### config.mk
export PLATFORM = sky130hd
export DESIGN_NAME = calc_key_entry
export DESIGN_NICKNAME = d
export VERILOG_FILES = /design/src/rtl/calc_key_entry.sv
export SDC_FILE = /design/constraint.sdc
export NUM_CORES = 1
export LEC_CHECK = 0
export CAP_MARGIN = 20
export CELL_PAD_IN_SITES_DETAIL_PLACEMENT = 1
export CELL_PAD_IN_SITES_GLOBAL_PLACEMENT = 1
export CORE_ASPECT_RATIO = 0.9
export CORE_MARGIN = 1
export CORE_UTILIZATION = 34
export DETAILED_ROUTE_END_ITERATION = 16
export GPL_TIMING_DRIVEN = 0
export HOLD_SLACK_MARGIN = 0.02
export PLACE_DENSITY_LB_ADDON = 0.1
export REMOVE_ABC_BUFFERS = 1
export SYNTH_ARGS = -nofsm -noshare
export SYNTH_HDL_FRONTEND = slang
export SYNTH_SLANG_ARGS = --single-unit
### constraint.sdc
create_clock -name clk -period 4.1 [get_ports clk]
set_input_delay 0.82 -clock clk [delete_from_list [all_inputs] [get_ports clk]]
set_output_delay 0.82 -clock clk [all_outputs]
set_load 0.02 [all_outputs]
### src/rtl/calc_key_entry.sv
// -----------------------------------------------------------------------------
// calc_key_entry
//   Keypad front end of the calculator datapath. It turns single-cycle key
//   events into operand/operator state and issues requests to the arithmetic
//   stage. A request is held until that stage reports completion or the wait
//   times out. Returned results are loaded back into the operand registers,
//   which lets operations chain and lets results be displayed.
//
// Ports
//   clk            system clock
//   rst            synchronous, active-high reset
//   key_valid      one-cycle strobe: key_in is valid
//   key_in         0-9 digit, 1010 add, 1011 sub, 1100 mul, 1101 div,
//                  1110 equals, 1111 clear
//   res_valid      completion flag from the arithmetic stage
//   res_a, res_b   returned operands (res_a carries the result)
//   res_dis_flag   returned entry phase
//   res_opera_flag returned operator
//   num_a, num_b   operands to the arithmetic stage
//   dis_flag       0 = entering A, 1 = entering B
//   opera_flag     latched operator
//   en             request valid to the arithmetic stage
//   key_num        operator code presented with en
//   digit_cnt      digits entered into the current operand
//   busy           high while waiting for a result
//   err            one-cycle error pulse
// -----------------------------------------------------------------------------
module calc_key_entry #(
    parameter int WIDTH      = 14,
    parameter int MAX_DIGITS = 4,
    parameter int TIMEOUT    = 15
) (
    input  logic             clk,
    input  logic             rst,
    input  logic             key_valid,
    input  logic [3:0]       key_in,
    input  logic             res_valid,
    input  logic [WIDTH-1:0] res_a,
    input  logic [WIDTH-1:0] res_b,
    input  logic             res_dis_flag,
    input  logic [3:0]       res_opera_flag,
    output logic [WIDTH-1:0] num_a,
    output logic [WIDTH-1:0] num_b,
    output logic             dis_flag,
    output logic [3:0]       opera_flag,
    output logic             en,
    output logic [3:0]       key_num,
    output logic [2:0]       digit_cnt,
    output logic             busy,
    output logic             err
);

    localparam int TW = $clog2(TIMEOUT + 1);
    localparam logic [3:0] KEY_DIV = 4'b1101;
    localparam logic [3:0] KEY_EQ  = 4'b1110;
    localparam logic [3:0] KEY_CLR = 4'b1111;

    typedef enum logic [1:0] {ENTER_A, ENTER_B, WAIT_RES, RESULT} state_t;

    state_t          state, state_d, ret_state, ret_state_d;
    logic [WIDTH-1:0] num_a_d, num_b_d;
    logic            dis_flag_d, en_d, busy_d, err_d;
    logic [3:0]      opera_flag_d, key_num_d;
    logic [2:0]      digit_cnt_d;
    logic [TW-1:0]   tmo_cnt, tmo_cnt_d;

    logic             is_digit, is_op, is_eq, is_clr;
    logic [WIDTH-1:0] target;
    logic [WIDTH+3:0] acc;

    assign is_digit = (key_in <= 4'd9);
    assign is_op    = (key_in >= 4'b1010) && (key_in <= KEY_DIV);
    assign is_eq    = (key_in == KEY_EQ);
    assign is_clr   = (key_in == KEY_CLR);

    // Four spare bits make the shift-and-add overflow-free before truncation;
    // the digit limit keeps the true value within 9999 anyway.
    assign target = (state == ENTER_B) ? num_b : num_a;
    assign acc    = {4'b0, target} * (WIDTH+4)'(10) + (WIDTH+4)'(key_in);

    // NOTE: every signal written here gets a default first, so no path leaves
    // one unassigned and no latch is inferred.
    always_comb begin
        state_d      = state;
        ret_state_d  = ret_state;
        num_a_d      = num_a;
        num_b_d      = num_b;
        dis_flag_d   = dis_flag;
        opera_flag_d = opera_flag;
        en_d         = en;
        key_num_d    = key_num;
        digit_cnt_d  = digit_cnt;
        tmo_cnt_d    = tmo_cnt;
        err_d        = 1'b0;

        if (key_valid && is_clr) begin
            state_d      = ENTER_A;
            ret_state_d  = ENTER_A;
            num_a_d      = '0;
            num_b_d      = '0;
            dis_flag_d   = 1'b0;
            opera_flag_d = '0;
            en_d         = 1'b0;
            key_num_d    = '0;
            digit_cnt_d  = '0;
            tmo_cnt_d    = '0;
        end else begin
            unique case (state)
                ENTER_A, ENTER_B: begin
                    if (key_valid && is_digit) begin
                        if (digit_cnt < 3'(MAX_DIGITS)) begin
                            if (state == ENTER_B) num_b_d = acc[WIDTH-1:0];
                            else                  num_a_d = acc[WIDTH-1:0];
                            digit_cnt_d = digit_cnt + 3'd1;
                        end else begin
                            err_d = 1'b1;
                        end
                    end else if (key_valid && (is_op || is_eq)) begin
                        if (state == ENTER_A) begin
                            // Equals has nothing to complete while entering A.
                            if (is_op) begin
                                en_d        = 1'b1;
                                key_num_d   = key_in;
                                ret_state_d = state;
                                state_d     = WAIT_RES;
                                tmo_cnt_d   = '0;
                            end
                        end else if (opera_flag == KEY_DIV && num_b == '0) begin
                            err_d = 1'b1;
                        end else begin
                            // An operator here completes the pending operation
                            // and carries the new operator; equals re-sends the
                            // pending one.
                            en_d        = 1'b1;
                            key_num_d   = is_op ? key_in : opera_flag;
                            ret_state_d = state;
                            state_d     = WAIT_RES;
                            tmo_cnt_d   = '0;
                        end
                    end
                end

                RESULT: begin
                    if (key_valid && is_digit) begin
                        num_a_d      = WIDTH'(key_in);
                        num_b_d      = '0;
                        dis_flag_d   = 1'b0;
                        opera_flag_d = '0;
                        digit_cnt_d  = 3'd1;
                        state_d      = ENTER_A;
                    end else if (key_valid && is_op) begin
                        en_d        = 1'b1;
                        key_num_d   = key_in;
                        ret_state_d = state;
                        state_d     = WAIT_RES;
                        tmo_cnt_d   = '0;
                    end
                end

                WAIT_RES: begin
                    // Non-clear keys are dropped silently while a request is
                    // outstanding; a result beats a same-cycle timeout.
                    if (res_valid) begin
                        num_a_d      = res_a;
                        num_b_d      = res_b;
                        dis_flag_d   = res_dis_flag;
                        opera_flag_d = res_opera_flag;
                        en_d         = 1'b0;
                        digit_cnt_d  = '0;
                        state_d      = res_dis_flag ? ENTER_B : RESULT;
                    end else if (tmo_cnt == TW'(TIMEOUT - 1)) begin
                        en_d    = 1'b0;
                        err_d   = 1'b1;
                        state_d = ret_state;
                    end else begin
                        tmo_cnt_d = tmo_cnt + TW'(1);
                    end
                end

                default: state_d = ENTER_A;
            endcase
        end

        busy_d = (state_d == WAIT_RES);
    end

    // NOTE: state registers use non-blocking assignments so every flop samples
    // the pre-edge values regardless of statement order.
    always_ff @(posedge clk) begin
        if (rst) begin
            state      <= ENTER_A;
            ret_state  <= ENTER_A;
            num_a      <= '0;
            num_b      <= '0;
            dis_flag   <= 1'b0;
            opera_flag <= '0;
            en         <= 1'b0;
            key_num    <= '0;
            digit_cnt  <= '0;
            tmo_cnt    <= '0;
            busy       <= 1'b0;
            err        <= 1'b0;
        end else begin
            state      <= state_d;
            ret_state  <= ret_state_d;
            num_a      <= num_a_d;
            num_b      <= num_b_d;
            dis_flag   <= dis_flag_d;
            opera_flag <= opera_flag_d;
            en         <= en_d;
            key_num    <= key_num_d;
            digit_cnt  <= digit_cnt_d;
            tmo_cnt    <= tmo_cnt_d;
            busy       <= busy_d;
            err        <= err_d;
        end
    end

endmodule

## After elaboration in Yosys (flattened, before gate mapping)

Index checks and enable logic that the tools add are counted.

- Output and inout bits: 43
- Bits in registers: 51
- Input bits: 41
- Word-level logic and storage cells: 144

- Equal/unequal tests: 23
- Multipliers: 1
- Add/subtract/negate cells: 3
- Magnitude comparators: 4
- Reduce and logical (&&, ||, !) cells: 20
- Muxes and demuxes: 81

Operator list:

| cell | count |
|---|---|
| 2-to-1 mux 14 bit | 11 |
| case mux 14 bit (3 select lines) | 2 |
| 2-to-1 mux 4 bit | 19 |
| 2-to-1 mux 2 bit | 18 |
| inequality test 2 bit (second input constant) | 12 |
| 2-to-1 mux 1 bit | 18 |
| == test 4 bit (second input constant) | 4 |
| case mux 4 bit (2 select lines) | 2 |
| adder 14 x 4 -> 14 bit | 1 |
| zero test 14 bit | 1 |
| multiplier 14 x 3 -> 13 bit (second input constant) | 1 |
| AND reduction 7 bit | 2 |
| 2-to-1 mux 3 bit | 4 |
| case mux 4 bit (3 select lines) | 1 |
| AND reduction 5 bit | 2 |
| inequality test 3 bit (second input constant) | 3 |
| case mux 3 bit (3 select lines) | 1 |
| less-or-equal comparator 4 bit (second input constant) | 2 |
| AND reduction 8 bit | 1 |
| == test 2 bit (second input constant) | 3 |
| logical AND 1 bit | 6 |
| case mux 2 bit (3 select lines) | 1 |
| adder 4 x 1 -> 4 bit (second input constant) | 1 |
| >= comparator 4 bit (second input constant) | 1 |
| other kinds (12) | 15 |

## Depth between registers and ports, before layout

- Word-level depth: 9
- Mapped depth: 16
- Gate-level depth less buffers: 12

## Worst setup path after synthesis

Ideal clock, no wire load.

- Path kind: reg2reg
- Start: register state[0]
- End: register num_b[13]
- Clock period less this slack: 4.034 ns
- Path slack: 0.066 ns
- Arrival time: 3.910 ns
- Stages on the path, launching flop included: 16
- Path buffers: 3
- Path through: dfxtp_1 > clkbuf_1 > nor2b_1 > buf_2 > buf_1 > mux2_2 > ha_1 > ha_1 > fa_1 > a21o_1 > a21oi_1 > xnor2_1 > nand4_4 > nor4_2 > xnor2_1 > o22ai_1

- Word-level cells in the longest chain between the ends: 8
- Elaborated cells on any way between the ends: 18

RTL lines:

| what | line | text |
|---|---|---|
| start: declaration | 60 | `state_t state, state_d, ret_state, ret_state_d;` |
| start signal: assignment | 204 | `state <= state_d;` |
| == test 2 x 1 -> 1 bit | 78, 108, 112 |  |
| 2-to-1 mux 14 bit | 78 | `assign target = (state == ENTER_B) ? num_b : num_a;` |
| multiplier 14 x 3 -> 13 bit | 79 | `assign acc = {4'b0, target} * (WIDTH+4)'(10) + (WIDTH+4)'(key_in);` |
| adder 14 x 4 -> 14 bit | 79 |  |
| 2-to-1 mux 14 bit | 112 | `if (state == ENTER_B) num_b_d = acc[WIDTH-1:0];` |
| 2-to-1 mux 14 bit | 111 | `if (digit_cnt < 3'(MAX_DIGITS)) begin` |
| 2-to-1 mux 14 bit | 110 | `if (key_valid && is_digit) begin` |
| case mux 14 bit (3 select lines) | 108 | `unique case (state)` |
| end signal: assignment | 207 | `num_b <= num_b_d;` |
| end: declaration | 43 | `output logic [WIDTH-1:0] num_b,` |

Parallel ways exist; a longest one is shown, timed or not. The select of a mux whose other input is x is not followed.
A chain may end at the register's enable or synchronous reset.

## Worst setup path in the final report

Ends and elaborated chain as after synthesis.

==> metrics <==
clk_lat worst skew 0.29 ns; Crit-path slowest cell fa_1; met3 routed wirelength 598 microns; Setup-failing EPs final 0; CTS tree built; DR vias/cell 5.517; Multi-input gate area 2389 sq um; pin count of the biggest net entering global routing 31; Filler Cells Inserted 1246; synth top area cells dfxtp_1 (28%), ha_1 (7.3%), mux2i_1 (5.5%); register area share after synthesis 28.19%; Crit. End Element flop; PortBufs 83; Cell Area, Synth 3622 sq um; ys async rst share 0%; register area 1028 sq um; RSZ-0062 raised after global routing no; root buf cell clkbuf_16; Fin. Hold Viols 0; CP cell instances nor2b_2 > buf_8 > mux2_2 > ha_1 > ha_1 > fa_1 > xnor2_1 > or2_1 > nor2_1 > nand2b_1 > nor4_2 > xnor2_1 > o22ai_1; register bit total from synthesis 51; initial cell density of the core 35.20%; vias in the first global route 3509; flop2flop setup slack 0.23 ns; DR WL met2 5.023 mm; Tightest Hold Check Type reg -> reg; Residual DRC 0; CP max stage delay 0.46 ns; met1 WL 5.659 mm; commonest cells in the synthesized netlist dfxtp_1 (51), nor2_1 (38), nand2_1 (36); final period utilization 94.47%; # IOs 84; Inserted Clock Buffers 5; maximum vdd drop 0.0001748 V; top sig layer met4; Sink Count 51; critical path class reg -> reg; initial drt markers 125; first-pass GRT wire length 18.26 mm; gr ovfl total 0; crit start category flop; clk buf depth 2; CORE AREA 10290 sq um; gr usage total 20.53%; Cell variety after synth 69; Routability Congestion 0.7926; initial antenna violation count 0; area grow syn2layout 28.50%; Synth Area per Inst 8.385 sq um; Syn Inst Count 432; worst slew pin tran 1.400 ns; dominant cell type by area after synthesis dfxtp_1; CTS H-tree lvls 2; DRT antenna net count 0; MaxCap Viol Count 0; min Tclk post-route 3.873 ns; Max Transition Viols Final 0; Sum Neg Setup Slack 0 ns; prevailing post-synth register cell dfxtp_1; Max transition margin 6.686%; top-area cell type share of the netlist area 28.19%; status completed; fraction of final layout cells sized beyond drive strength 1 9.036%; total wire length 11.39 mm; post-route total power 1.705 mW; Vias 3459; top-count cell post-synth dfxtp_1; crit-path max FO 15; Die H 99.92 microns; row count 35; Power per Cell Area 366.4 nW/um^2; wire per inst 18.17 microns; Final #Nets 561; Max Freq 258.2 MHz; Req. time, crit path 4.25 ns; drt first pass iters 4; HPWL Detailed 8.471 mm; Clock Skews 0.007551 ns; LEAKAGE 1.781 nW; WP data arrival 4.02 ns; Post-synth EDFFs 0; CTS clock-pin slew for the worst setup and hold paths 0.08 ns; Die X-Extent 110.8 microns; die area 11070 sq um; Antenna diodes 0; Ys Warns 0
==> final timing paths <==
check / startpoint / cells past startpoint / end
max: state[0] / 13 / num_b[13]
min: dis_flag / 2 / dis_flag
max reg2reg: state[0] / 13 / num_b[13]
min reg2reg: dis_flag / 2 / dis_flag
==> stage by stage <==
stage               cells  util [%]  instance area (sq um)  hold WS [ns]  setup WS (ns)
finish                627     45.23                   4654        0.4554         0.2267
global route          627     45.23                   4654        0.4987       0.007471
CTS                   626     45.06                   4637        0.4620        0.03967
detailed placement    618     43.50                   4477        0.4470        -0.3746
global placement      615     43.05                   4431        0.4461         -1.205
floorplan             403         -                   3438        0.4639        -0.2398
==> cell usage in the layout, fill, tap and decap left out, types with 5 or more instances in the layout <==
| cell type | n |
|---|---|
| xor2_1 | 10 |
| a211oi_1 | 6 |
| mux2i_1 | 20 |
| clkdlybuf4s50_1 | 83 |
| nand2_1 | 36 |
| clkbuf_16 | 5 |
| a21o_1 | 5 |
| mux2_2 | 10 |
| xnor2_1 | 14 |
| a31oi_1 | 18 |
| nor3_1 | 5 |
| o21ai_0 | 26 |
| nor2b_1 | 9 |
| a21oi_1 | 29 |
| dfxtp_1 | 49 |
| inv_1 | 11 |
| ha_1 | 21 |
| nand4_1 | 5 |
| nand2b_1 | 5 |
| nor2_1 | 38 |
| nand3_1 | 12 |
==> what timing repair did <==
action | in CTS | in global routing
endpoints found under the setup margin | 12 | 8
hold buffers | 0 | 0
pin swaps | 0 | 0
gates resized for setup | 3 | 2
setup buffers | 0 | 1
==> state kept, by name, summed over array words and instances (netlist names) <==
signal      flops
num_b          14
dis_flag        1
num_a          14
state           2
opera_flag      4
digit_cnt       3
busy            1
tmo_cnt         4
err             1
ret_state       2
en              1
key_num         4
==> cells by family after synthesis <==
| logic type | count (synthesis) | synth area share, % |
|---|---|---|
| muxes | 30 | 8.636 |
| AOI/OAI and AO/OA | 122 | 22.21 |
| xor gates and xnor gates | 25 | 6.045 |
| buffers and inverters | 40 | 6.218 |
| and+or+nand+nor | 141 | 20.35 |
| DFF | 51 | 28.19 |
| adders and majority gates | 23 | 8.359 |
==> critical path: cells and delay by family (launching register included) <==
family	cells	cell delay, ns
simple gates	5	1.19
fa+ha+maj	3	0.99
flops	1	0.43
mux	1	0.41
xor+xnor	2	0.38
buf+inv	1	0.20
compound gates	1	0.12
==> routing by layer <==
metal	up-vias	global-route usage, %
met5	-	0
met4	0	3.795
met3	10	3.080
met2	89	33.87
met1	1674	28.68
li1	1686	-
==> where the power goes <==
part / total [mW] / leakage [nW] / internal, mW / switching (mW)
combinational: 0.688 / 1.29 / 0.305 / 0.382
clock: 0.443 / 0.0731 / 0.245 / 0.198
sequential: 0.575 / 0.417 / 0.533 / 0.0416
total: 1.71 / 1.78 / 1.08 / 0.622
==> area by class of cell <==
| class | count | area share, % |
|---|---|---|
| clock inverters | 2 | 0.3495 |
| well taps | 129 | 3.468 |
| flip-flops and latches | 51 | 22.10 |
| clock buffers | 6 | 2.984 |
| repair buffers | 87 | 18.90 |
| inverters | 11 | 0.8871 |
| multi-input cells | 341 | 51.32 |
No activity file was read; power rests on OpenSTA's default activity.
